**config.mk**
```make
export PLATFORM = sky130hd
export DESIGN_NAME = packet_reflector
export DESIGN_NICKNAME = d
export VERILOG_FILES = /design/src/rtl/eth_pkg.sv /design/src/rtl/counter.sv /design/src/rtl/packet_reflector.sv
export SDC_FILE = /design/constraint.sdc
export NUM_CORES = 1
export LEC_CHECK = 0
export ABC_AREA = 0
export CAP_MARGIN = 15
export CORE_MARGIN = 2
export CORE_UTILIZATION = 50
export CTS_CLUSTER_DIAMETER = 120
export DETAILED_ROUTE_END_ITERATION = 8
export PLACE_DENSITY = 0.72
export SETUP_SLACK_MARGIN = 0.4
export SYNTH_ARGS = -nofsm -noshare
export SYNTH_HDL_FRONTEND = slang
export SYNTH_SLANG_ARGS = --single-unit
```
**constraint.sdc**
```tcl
create_clock -name clk_sel -period 26.4 [get_ports clk_sel]
set_input_delay 3.96 -clock clk_sel [delete_from_list [all_inputs] [get_ports clk_sel]]
set_output_delay 3.96 -clock clk_sel [all_outputs]
set_load 0.005 [all_outputs]
```
**src/rtl/eth_pkg.sv**
```systemverilog
// Shared Ethernet framing constants and the reflector state encoding.
package eth_pkg;

  localparam int MAC_HDR_BYTES = 12;
  localparam int DST_OFFSET    = 0;
  localparam int SRC_OFFSET    = 6;
  localparam logic [47:0] BROADCAST_MAC = 48'hFFFF_FFFF_FFFF;

  typedef enum logic [2:0] {
    IDLE,
    HEADER,
    EMIT,
    FORWARD,
    DISCARD
  } state_t;

endpackage

```
**src/rtl/counter.sv**
```systemverilog
// Free-running event counter; increments once per cycle while enable is high, wraps.
module counter #(
  parameter int WIDTH = 32
) (
  input  logic             clk_sel,
  input  logic             rst,
  input  logic             enable,
  output logic [WIDTH-1:0] count
);

  always_ff @(posedge clk_sel or posedge rst) begin
    if (rst)
      count <= '0;
    else if (enable)
      count <= count + 1'b1;
  end

endmodule

```
**src/rtl/packet_reflector.sv**
```systemverilog
// Pulls frames from the rx FIFO, reflects those addressed to this node with the
// MAC header rewritten (dst <- received src, src <- own), and drops the rest.
//
// state   | meaning
// IDLE    | waiting for a frame; samples enable
// HEADER  | capturing bytes 0-11 into the header register
// EMIT    | writing the rewritten 12-byte header to tx
// FORWARD | copying payload bytes rx -> tx
// DISCARD | draining a rejected frame up to rx_last
module packet_reflector
  import eth_pkg::*;
#(
  parameter int COUNT_WIDTH      = 32,
  parameter bit ACCEPT_BROADCAST = 1'b1
) (
  input  logic                   clk_sel,
  input  logic                   rst,
  input  logic                   enable,
  input  logic [47:0]            mac_address,
  input  logic [7:0]             rx_data,
  input  logic                   rx_last,
  input  logic                   rx_empty,
  output logic                   rx_read,
  output logic [7:0]             tx_data,
  output logic                   tx_last,
  output logic                   tx_write,
  input  logic                   tx_full,
  output logic [COUNT_WIDTH-1:0] frames_reflected,
  output logic [COUNT_WIDTH-1:0] frames_dropped
);

  state_t      state;
  logic [3:0]  hdr_idx;
  logic [3:0]  emit_idx;
  logic [7:0]  hdr_mem [MAC_HDR_BYTES];
  logic        hdr_last;
  logic [95:0] emit_shift;
  logic [47:0] dst_mac;
  logic        hdr_end;
  logic        emit_end;
  logic        match;
  logic        reflect_pulse;
  logic        drop_pulse;

  assign dst_mac = {hdr_mem[DST_OFFSET],     hdr_mem[DST_OFFSET + 1],
                    hdr_mem[DST_OFFSET + 2], hdr_mem[DST_OFFSET + 3],
                    hdr_mem[DST_OFFSET + 4], hdr_mem[DST_OFFSET + 5]};
  assign match    = (dst_mac == mac_address) ||
                    (ACCEPT_BROADCAST && (dst_mac == BROADCAST_MAC));
  assign hdr_end  = (hdr_idx == 4'(MAC_HDR_BYTES - 1));
  assign emit_end = (emit_idx == 4'(MAC_HDR_BYTES - 1));

  assign rx_read = !rx_empty && ((state == HEADER) || (state == DISCARD) ||
                                 ((state == FORWARD) && !tx_full));

  assign reflect_pulse = ((state == EMIT) && !tx_full && emit_end && hdr_last) ||
                         ((state == FORWARD) && rx_read && rx_last);
  assign drop_pulse    = ((state == HEADER) && rx_read && rx_last && (!hdr_end || !match)) ||
                         ((state == DISCARD) && rx_read && rx_last);

  always_ff @(posedge clk_sel or posedge rst) begin
    if (rst) begin
      state      <= IDLE;
      hdr_idx    <= '0;
      emit_idx   <= '0;
      hdr_last   <= 1'b0;
      emit_shift <= '0;
      tx_data    <= '0;
      tx_last    <= 1'b0;
      tx_write   <= 1'b0;
      for (int i = 0; i < MAC_HDR_BYTES; i++) hdr_mem[i] <= '0;
    end else begin
      tx_write <= 1'b0;
      tx_last  <= 1'b0;
      unique case (state)
        IDLE: begin
          if (!rx_empty) begin
            hdr_idx <= '0;
            state   <= enable ? HEADER : DISCARD;
          end
        end
        HEADER: begin
          if (rx_read) begin
            hdr_mem[hdr_idx] <= rx_data;
            hdr_idx          <= hdr_idx + 4'd1;
            if (!hdr_end) begin
              if (rx_last) state <= IDLE;
            end else if (match) begin
              // byte 11 is still on rx_data, so splice it in directly
              hdr_last   <= rx_last;
              emit_idx   <= '0;
              emit_shift <= {hdr_mem[SRC_OFFSET],     hdr_mem[SRC_OFFSET + 1],
                             hdr_mem[SRC_OFFSET + 2], hdr_mem[SRC_OFFSET + 3],
                             hdr_mem[SRC_OFFSET + 4], rx_data, mac_address};
              state      <= EMIT;
            end else begin
              state <= rx_last ? IDLE : DISCARD;
            end
          end
        end
        EMIT: begin
          if (!tx_full) begin
            tx_write   <= 1'b1;
            tx_data    <= emit_shift[95:88];
            emit_shift <= {emit_shift[87:0], 8'h00};
            emit_idx   <= emit_idx + 4'd1;
            if (emit_end) begin
              tx_last <= hdr_last;
              state   <= hdr_last ? IDLE : FORWARD;
            end
          end
        end
        FORWARD: begin
          if (rx_read) begin
            tx_write <= 1'b1;
            tx_data  <= rx_data;
            tx_last  <= rx_last;
            if (rx_last) state <= IDLE;
          end
        end
        DISCARD: begin
          if (rx_read && rx_last) state <= IDLE;
        end
        default: state <= IDLE;
      endcase
    end
  end

  counter #(.WIDTH(COUNT_WIDTH)) u_reflected (
    .clk_sel (clk_sel),
    .rst     (rst),
    .enable  (reflect_pulse),
    .count   (frames_reflected)
  );

  counter #(.WIDTH(COUNT_WIDTH)) u_dropped (
    .clk_sel (clk_sel),
    .rst     (rst),
    .enable  (drop_pulse),
    .count   (frames_dropped)
  );

endmodule

```
==> results of run 1 <==
==> cells in the final DEF (no fill, tap or decap), types with 3 or more instances in the layout <==
master	instances
nor4b_1	5
nor3b_1	3
clkbuf_8	3
mux2_2	92
buf_4	9
and4_1	6
nor4_1	37
and2_1	9
and3_1	9
nand3_1	38
clkdlybuf4s50_1	136
a211oi_1	3
inv_1	8
ha_1	7
o21ai_0	66
xor2_1	83
dfrtp_1	270
nand4_1	26
xnor2_1	29
nand3b_1	9
nor3_1	12
mux2i_1	97
clkbuf_1	6
nand2_1	134
o21ai_1	30
a21oi_1	12
nor2_1	24
clkbuf_16	29
clkinv_2	4
==> layer usage <==
metal / GRT usage, % / wire [um] / vias up
met2: 36.4 / 13700 / 261
met4: 4.95 / 494 / 0
met1: 34.5 / 13900 / 4376
met5: 0 / 0 / -
met3: 3.64 / 1790 / 46
li1: - / - / 4100
==> cells by family (layout without fill, tap and decap cells) <==
| family | after synthesis | count (layout) |
|---|---|---|
| adder cells (fa/ha/maj) | 7 | 7 |
| multiplexers | 189 | 189 |
| buffers and inverters | 68 | 201 |
| XOR/XNOR | 112 | 112 |
| AO/OA/AOI/OAI | 122 | 122 |
| flip-flops | 270 | 270 |
| AND/OR/NAND/NOR | 331 | 331 |
==> path summary, 6_finish.rpt <==
kind | from | end | slack (ns) | depth (start not counted)
worst max-delay path | tx_full | rx_read | 17.01 | 5
worst min-delay path | u_reflected.count[31] | u_reflected.count[31] | 0.48 | 1
worst max register to register | state[2] | emit_shift[93] | 23.07 | 5
worst min register to register | u_reflected.count[31] | u_reflected.count[31] | 0.48 | 1
max in group asynchronous | rst | dst_mac[46] | 20.93 | 3
min in group asynchronous | rst | u_reflected.count[10] | 4.01 | 2
==> through the flow <==
step                total power [W]  hold WS, ns  setup slack, ns
floorplan                  0.000753        0.450            15.00
global placement           0.000838        0.461            17.00
detailed placement         0.000850        0.465            16.99
CTS                         0.00124        0.480            17.00
global route                0.00130        0.497            16.91
finish                      0.00123        0.475            17.01
==> sequential cells by signal, summed over array words and instances, names as in the netlist <==
register	flops
u_reflected.count	32
tx_write	1
tx_last	1
dst_mac	48
emit_idx	4
u_dropped.count	32
hdr_idx	4
hdr_mem	40
hdr_last	1
tx_data	8
state	3
emit_shift	96
==> where the power goes <==
group	switching (W)	total, W	internal, W
clock network	0.000159	0.000386	0.000227
logic	0.000134	0.000258	0.000124
registers	0.0000768	0.000587	0.000510
total	0.000369	0.00123	0.000862
==> worst max-delay path, cell delays in order <==
cell	delay (ns)
clkdlybuf4s50_1	0.54
nand2_1	0.16
nand3b_1	0.09
a21oi_1	0.17
clkdlybuf4s50_1	0.51
==> layout make-up <==
type	instances	area [um2]	share of cell area, %
clock inverters	9	104	0.692
flip-flops and latches	270	6760	45.0
well taps	324	405	2.70
inverters	9	41.3	0.275
multi-input cells	761	5490	36.5
clock buffers	38	790	5.26
repair buffers	145	1430	9.52
==> key figures, run 1 <==
Status
  • Status: completed

Synth
  • Ys flop type: dfrtp_1
  • Gate count of the mapped netlist: 1099
  • Synthesized Nets: 1168
  • Synthesized area: 0.0125 mm2
  • Syn avg cell area: approximately 11 um2
  • Commonest cells post-synth: 270 x dfrtp_1, 134 x nand2_1, 97 x mux2i_1
  • Asr flop ratio synth: 100%
  • Synth top area share: 53.9%
  • Sequential fraction of the synthesis area: between 50% and 60%
  • Dominant cell type by area after synthesis: dfrtp_1
  • Synth warnings: 0
  • Post-synthesis mux area share: around 16%
  • EDFF count, synth: 0
  • Top-count cell post-synth: dfrtp_1
  • Largest cells by area after synthesis: dfrtp_1 54%, mux2_2 8.3%, mux2i_1 7.7%
  • Yosys reg bits: 270
  • Synth Area in Simple Gates: ~14%
  • Xor/xnor share of the synthesized area: 7.82%
  • Post-synth cell types: 53
  • Main combinational cell family by area after synthesis: multiplexers
  • Adder-cell share of the synthesized area: less than 1%
  • Synth Area in Compound Gates: roughly 5.4%

Die
  • Die Ht: roughly 160 um
  • Initial Util: 51.3%
  • Top Ports: about 140
  • Die X: 162 um
  • Core box area: approximately 0.024 mm2
  • Die area: 0.0264 mm2
  • Row cnt: between 50 and 60

Placed design
  • Port bufs: 136
  • Final Wtd Congestion: roughly 0.96
  • Post-DP Area: approximately 0.014 mm2
  • Detail Placement HPWL: 20500 um
  • Placed Instances: 1509

Layout
  • P&R area growth vs syn: 19.7%
  • Final core occ: 61.4%
  • Fin cells: roughly 1600
  • Layout filler cell count: between 1500 and 2000
  • Net count, final: roughly 1300
  • Diode count: 0
  • Post-route cell area: roughly 0.015 mm2
  • Ratio of cells with drive above 1 in the final layout: approximately an eighth

Power and ir drop
  • Power Dens Cells: about 82 mW/mm2
  • Leakage: 6.69 nW
  • VDD IR-drop max: approximately 0.000047 V

Setup path
  • Crit path max fanout: 5
  • CP Launch Type: primary input
  • CP Data Required Time: 22.44 ns
  • Worst setup path category: primary input to output pin
  • Critical path arrival: between 5 and 6 ns
  • CP Capture Type: output pin

Route
  • DRT Pass-1 Iters: 5
  • Initial DRC Count: 530
  • Wire per inst: roughly 19 um
  • Drt via density: 5.64
  • Vias: a little under 9000
  • Final ANT Viol Nets: 0
  • Drc violations: 0
  • Total Wirelength: between 20000 and 30000 um

Clock network
  • Root Buffer: clkbuf_16
  • Hold-fix buffers, CTS: 0
  • Post-CTS Resized: 0
  • Worst-path clk slew: 0.06 ns
  • Post-CTS setup buffer count: 0
  • H-tree levels: 1
  • Num Clock Sinks: 270
  • Total CTS buffers: 29
  • CTS tree: done
  • Clk Latency, worst-skew pair: ~0.55 ns
  • Clock buffer depth: 3

STA
  • Max-slew violation count: 0
  • Fmax achieved: between 0.1 and 0.15 GHz
  • Period utilization: a little over a third
  • Clock Skew: 0.0122 ns
  • Fin crit period: 9.39 ns
  • RSZ-0062 raised after global routing: false
  • Final setup vio count: 0
  • Setup TNS: 0 ns
  • Slew HR: between 20% and 30%
  • Worst-margin pin slew: ~1.1 ns
  • Final Hold Viols: 0

Run
  • Max Cap Viol: 0

Global route
  • GRT Total Usage: 23.2%
  • Number of global-route vias before repair: 8914
  • Largest net degree at the start of global routing: between 150 and 200
  • Initial antenna violation count: 0
  • First-pass GRT wire length: 48800 um
  • GRT overflow: 0

Min path
  • Worst hold path class: flip-flop to flip-flop
No activity file was read; power rests on OpenSTA's default activity.
==> run 2: changes to the inputs <==
==> constraint.sdc (replaced) <==
create_clock -name clk_sel -period 9.25 [get_ports clk_sel]
set_input_delay 1.3875 -clock clk_sel [delete_from_list [all_inputs] [get_ports clk_sel]]
set_output_delay 1.3875 -clock clk_sel [all_outputs]
set_load 0.005 [all_outputs]
==> run 2 against run 1 <==
Count of clock-buffer cells in the layout rose by 8. Critical path type unchanged. Design area is 0.56% higher. Worst setup slack lost 12 ns. Core utilization up 0.34 points.
==> key figures, run 2 (synthesis results as in run 1) <==
Placed design
  • Post-DP Area: 0.0141 mm2 (about the same)
  • Detail Placement HPWL: 21100 um (was 20500 um)
  • Final Wtd Congestion: 0.911 (was 0.957)
  • Port bufs: 136 (unchanged)

Route
  • Total Wirelength: 30300 um (was 29800 um)
  • Drc violations: 0 (unchanged)
  • Initial DRC Count: 609 (was 530)
  • Final ANT Viol Nets: 0 (unchanged)
  • Wire per inst: 19.4 um (was 19.2 um)
  • Vias: 8716 (was 8783)
  • Drt via density: 5.59 (was 5.64)
  • DRT Pass-1 Iters: 5 (unchanged)

Setup path
  • Reg2Reg Setup Slack: 5.86 ns (was 23.07 ns)
  • Worst setup path category: primary input to output pin (unchanged)
  • Slowest-stage cell, CP: clkdlybuf4s50_1 (unchanged)
  • Crit path max fanout: 5 (unchanged)
  • Crit path cell chain: clkdlybuf4s50_1 -> nand2_1 -> nand3b_1 -> a21oi_1 -> clkdlybuf4s50_1 (unchanged)
  • CP Launch Type: primary input (unchanged)
  • CP peak stage delay: 0.55 ns (was 0.54 ns)
  • CP Capture Type: output pin (unchanged)
  • CP Data Required Time: 7.86 ns (was 22.44 ns)
  • Critical path arrival: 2.90 ns (was 5.43 ns)
  • Most numerous cell on the critical path: clkdlybuf4s50_1 (unchanged)

Clock network
  • Post-CTS setup buffer count: 0 (unchanged)
  • Num Clock Sinks: 270 (unchanged)
  • Total CTS buffers: 29 (unchanged)
  • Root Buffer: clkbuf_16 (unchanged)
  • H-tree levels: 1 (unchanged)
  • Post-CTS Resized: 0 (unchanged)
  • CTS tree: done (unchanged)
  • Worst-path clk slew: 0.06 ns (about the same)
  • Hold-fix buffers, CTS: 0 (unchanged)
  • Clock buffer depth: 3 (unchanged)
  • Clk Latency, worst-skew pair: 0.54 ns (was 0.55 ns)

Layout
  • Ratio of cells with drive above 1 in the final layout: 13.3% (was 12.8%)
  • Most common cell after layout, fill and taps aside: dfrtp_1 (unchanged)
  • Max FFs per register: 96 (unchanged)
  • Commonest cells after routing, fill and taps aside: 270 x dfrtp_1, 136 x clkdlybuf4s50_1, 134 x nand2_1 (unchanged)
  • Diode count: 0 (unchanged)
  • P&R area growth vs syn: 20.3% (was 19.7%)
  • Net count, final: 1283 (was 1285)
  • Largest Register: emit_shift (unchanged)
  • Post-route cell area: 0.0151 mm2 (was 0.0150 mm2)

STA
  • Setup TNS: 0 ns (unchanged)
  • RSZ-0062 raised after global routing: false (unchanged)
  • Final Hold Viols: 0 (unchanged)
  • Final setup vio count: 0 (unchanged)
  • Fin crit period: between 4 and 5 ns
  • Clock Skew: 0.00834 ns (was 0.0122 ns)
  • Slew HR: 24.4% (was 26.2%)
  • Fmax achieved: 0.233 GHz
  • Max-slew violation count: 0 (unchanged)
  • Worst-margin pin slew: 1.13 ns (was 1.11 ns)
  • Period utilization: a little under half

Die
  • Core box area: 0.0245 mm2 (unchanged)
  • Initial Util: 51.3% (unchanged)
  • Die area: 0.0264 mm2 (unchanged)
  • Die Ht: 162 um (unchanged)
  • Row cnt: 57 (unchanged)
  • Top Ports: 137 (unchanged)
  • Die X: 162 um (unchanged)

Global route
  • Largest net degree at the start of global routing: 120 (was 151)
  • GRT overflow: 0 (unchanged)
  • Number of global-route vias before repair: 8554 (was 8914)
  • Initial antenna violation count: 0 (unchanged)
  • First-pass GRT wire length: 48100 um (was 48800 um)
  • GRT Total Usage: 23.2% (about the same)

Power and ir drop
  • Power Dens Cells: 239 mW/mm2 (was 82.0 mW/mm2)
  • Leakage: 6.73 nW (was 6.69 nW)
  • VDD IR-drop max: 0.000148 V (was 0.0000473 V)

Run
  • Max Cap Viol: 0 (unchanged)

Min path
  • Worst hold path class: flip-flop to flip-flop (unchanged)

Status
  • Status: completed (unchanged)
==> run 2: cell types whose count changed in the layout (fill, tap and decap cells not counted) <==
cell,delta
clkbuf_8,+10
buf_4,-2
clkbuf_1,-2
clkinv_2,-2
bufinv_16,-1
clkinv_4,+1
==> run 2: layer usage <==
| layer | part of all wire (%) | up-vias | GRT usage (%) |
|---|---|---|---|
| met5 | 0 | - | 0 |
| met4 | 1.8 | 0 | 4.75 |
| met3 | 4.6 | 39 | 3.26 |
| met2 | 46 | 244 | 35.6 |
| met1 | 48 | 4341 | 35.5 |
| li1 | - | 4092 | - |
==> run 2: cell type report <==
cell class	count	area, um2
clock buffers	46	920
clock inverters	7	72.6
fillers	1956	9370
inverters	9	41.3
multi-input cells	761	5490
flip-flops and latches	270	6760
well taps	324	405
repair buffers	143	1410
==> run 2: path summary, 6_finish.rpt <==
check | cells past startpoint | from | endpoint
max | 5 | tx_full | rx_read
min | 1 | u_dropped.count[31] | u_dropped.count[31]
max reg2reg | 5 | state[2] | emit_shift[29]
min reg2reg | 1 | u_dropped.count[31] | u_dropped.count[31]
max in group asynchronous | 3 | rst | dst_mac[14]
min in group asynchronous | 2 | rst | u_reflected.count[30]
==> run 2: worst max-delay path: cells and delay by family <==
| kind | cells | cell delay, ns |
|---|---|---|
| compound gates | 1 | 0.18 |
| buf+inv | 2 | 1.08 |
| simple gates | 2 | 0.26 |
==> run 2: per-stage QoR <==
stage          setup slack [ns]  total power [W]  hold WS [ns]  util (%)  std cells
5_1_grt                    4.79          0.00380         0.495      61.7       1560
6_report                   4.96          0.00360         0.472      61.7       1560
2_1_floorplan             0.424          0.00215         0.450         -       1099
3_3_place_gp               4.58          0.00242         0.460      57.6       1507
4_1_cts                    4.95          0.00362         0.472      61.7       1560
3_5_place_dp               4.52          0.00244         0.458      57.6       1507
==> run 2: where the power goes <==
group | switching, W | internal, W | total (W)
Sequential | 0.000232 | 0.00146 | 0.00169
Combinational | 0.000382 | 0.000355 | 0.000736
Clock | 0.000470 | 0.000706 | 0.00118
Total | 0.00108 | 0.00252 | 0.00360
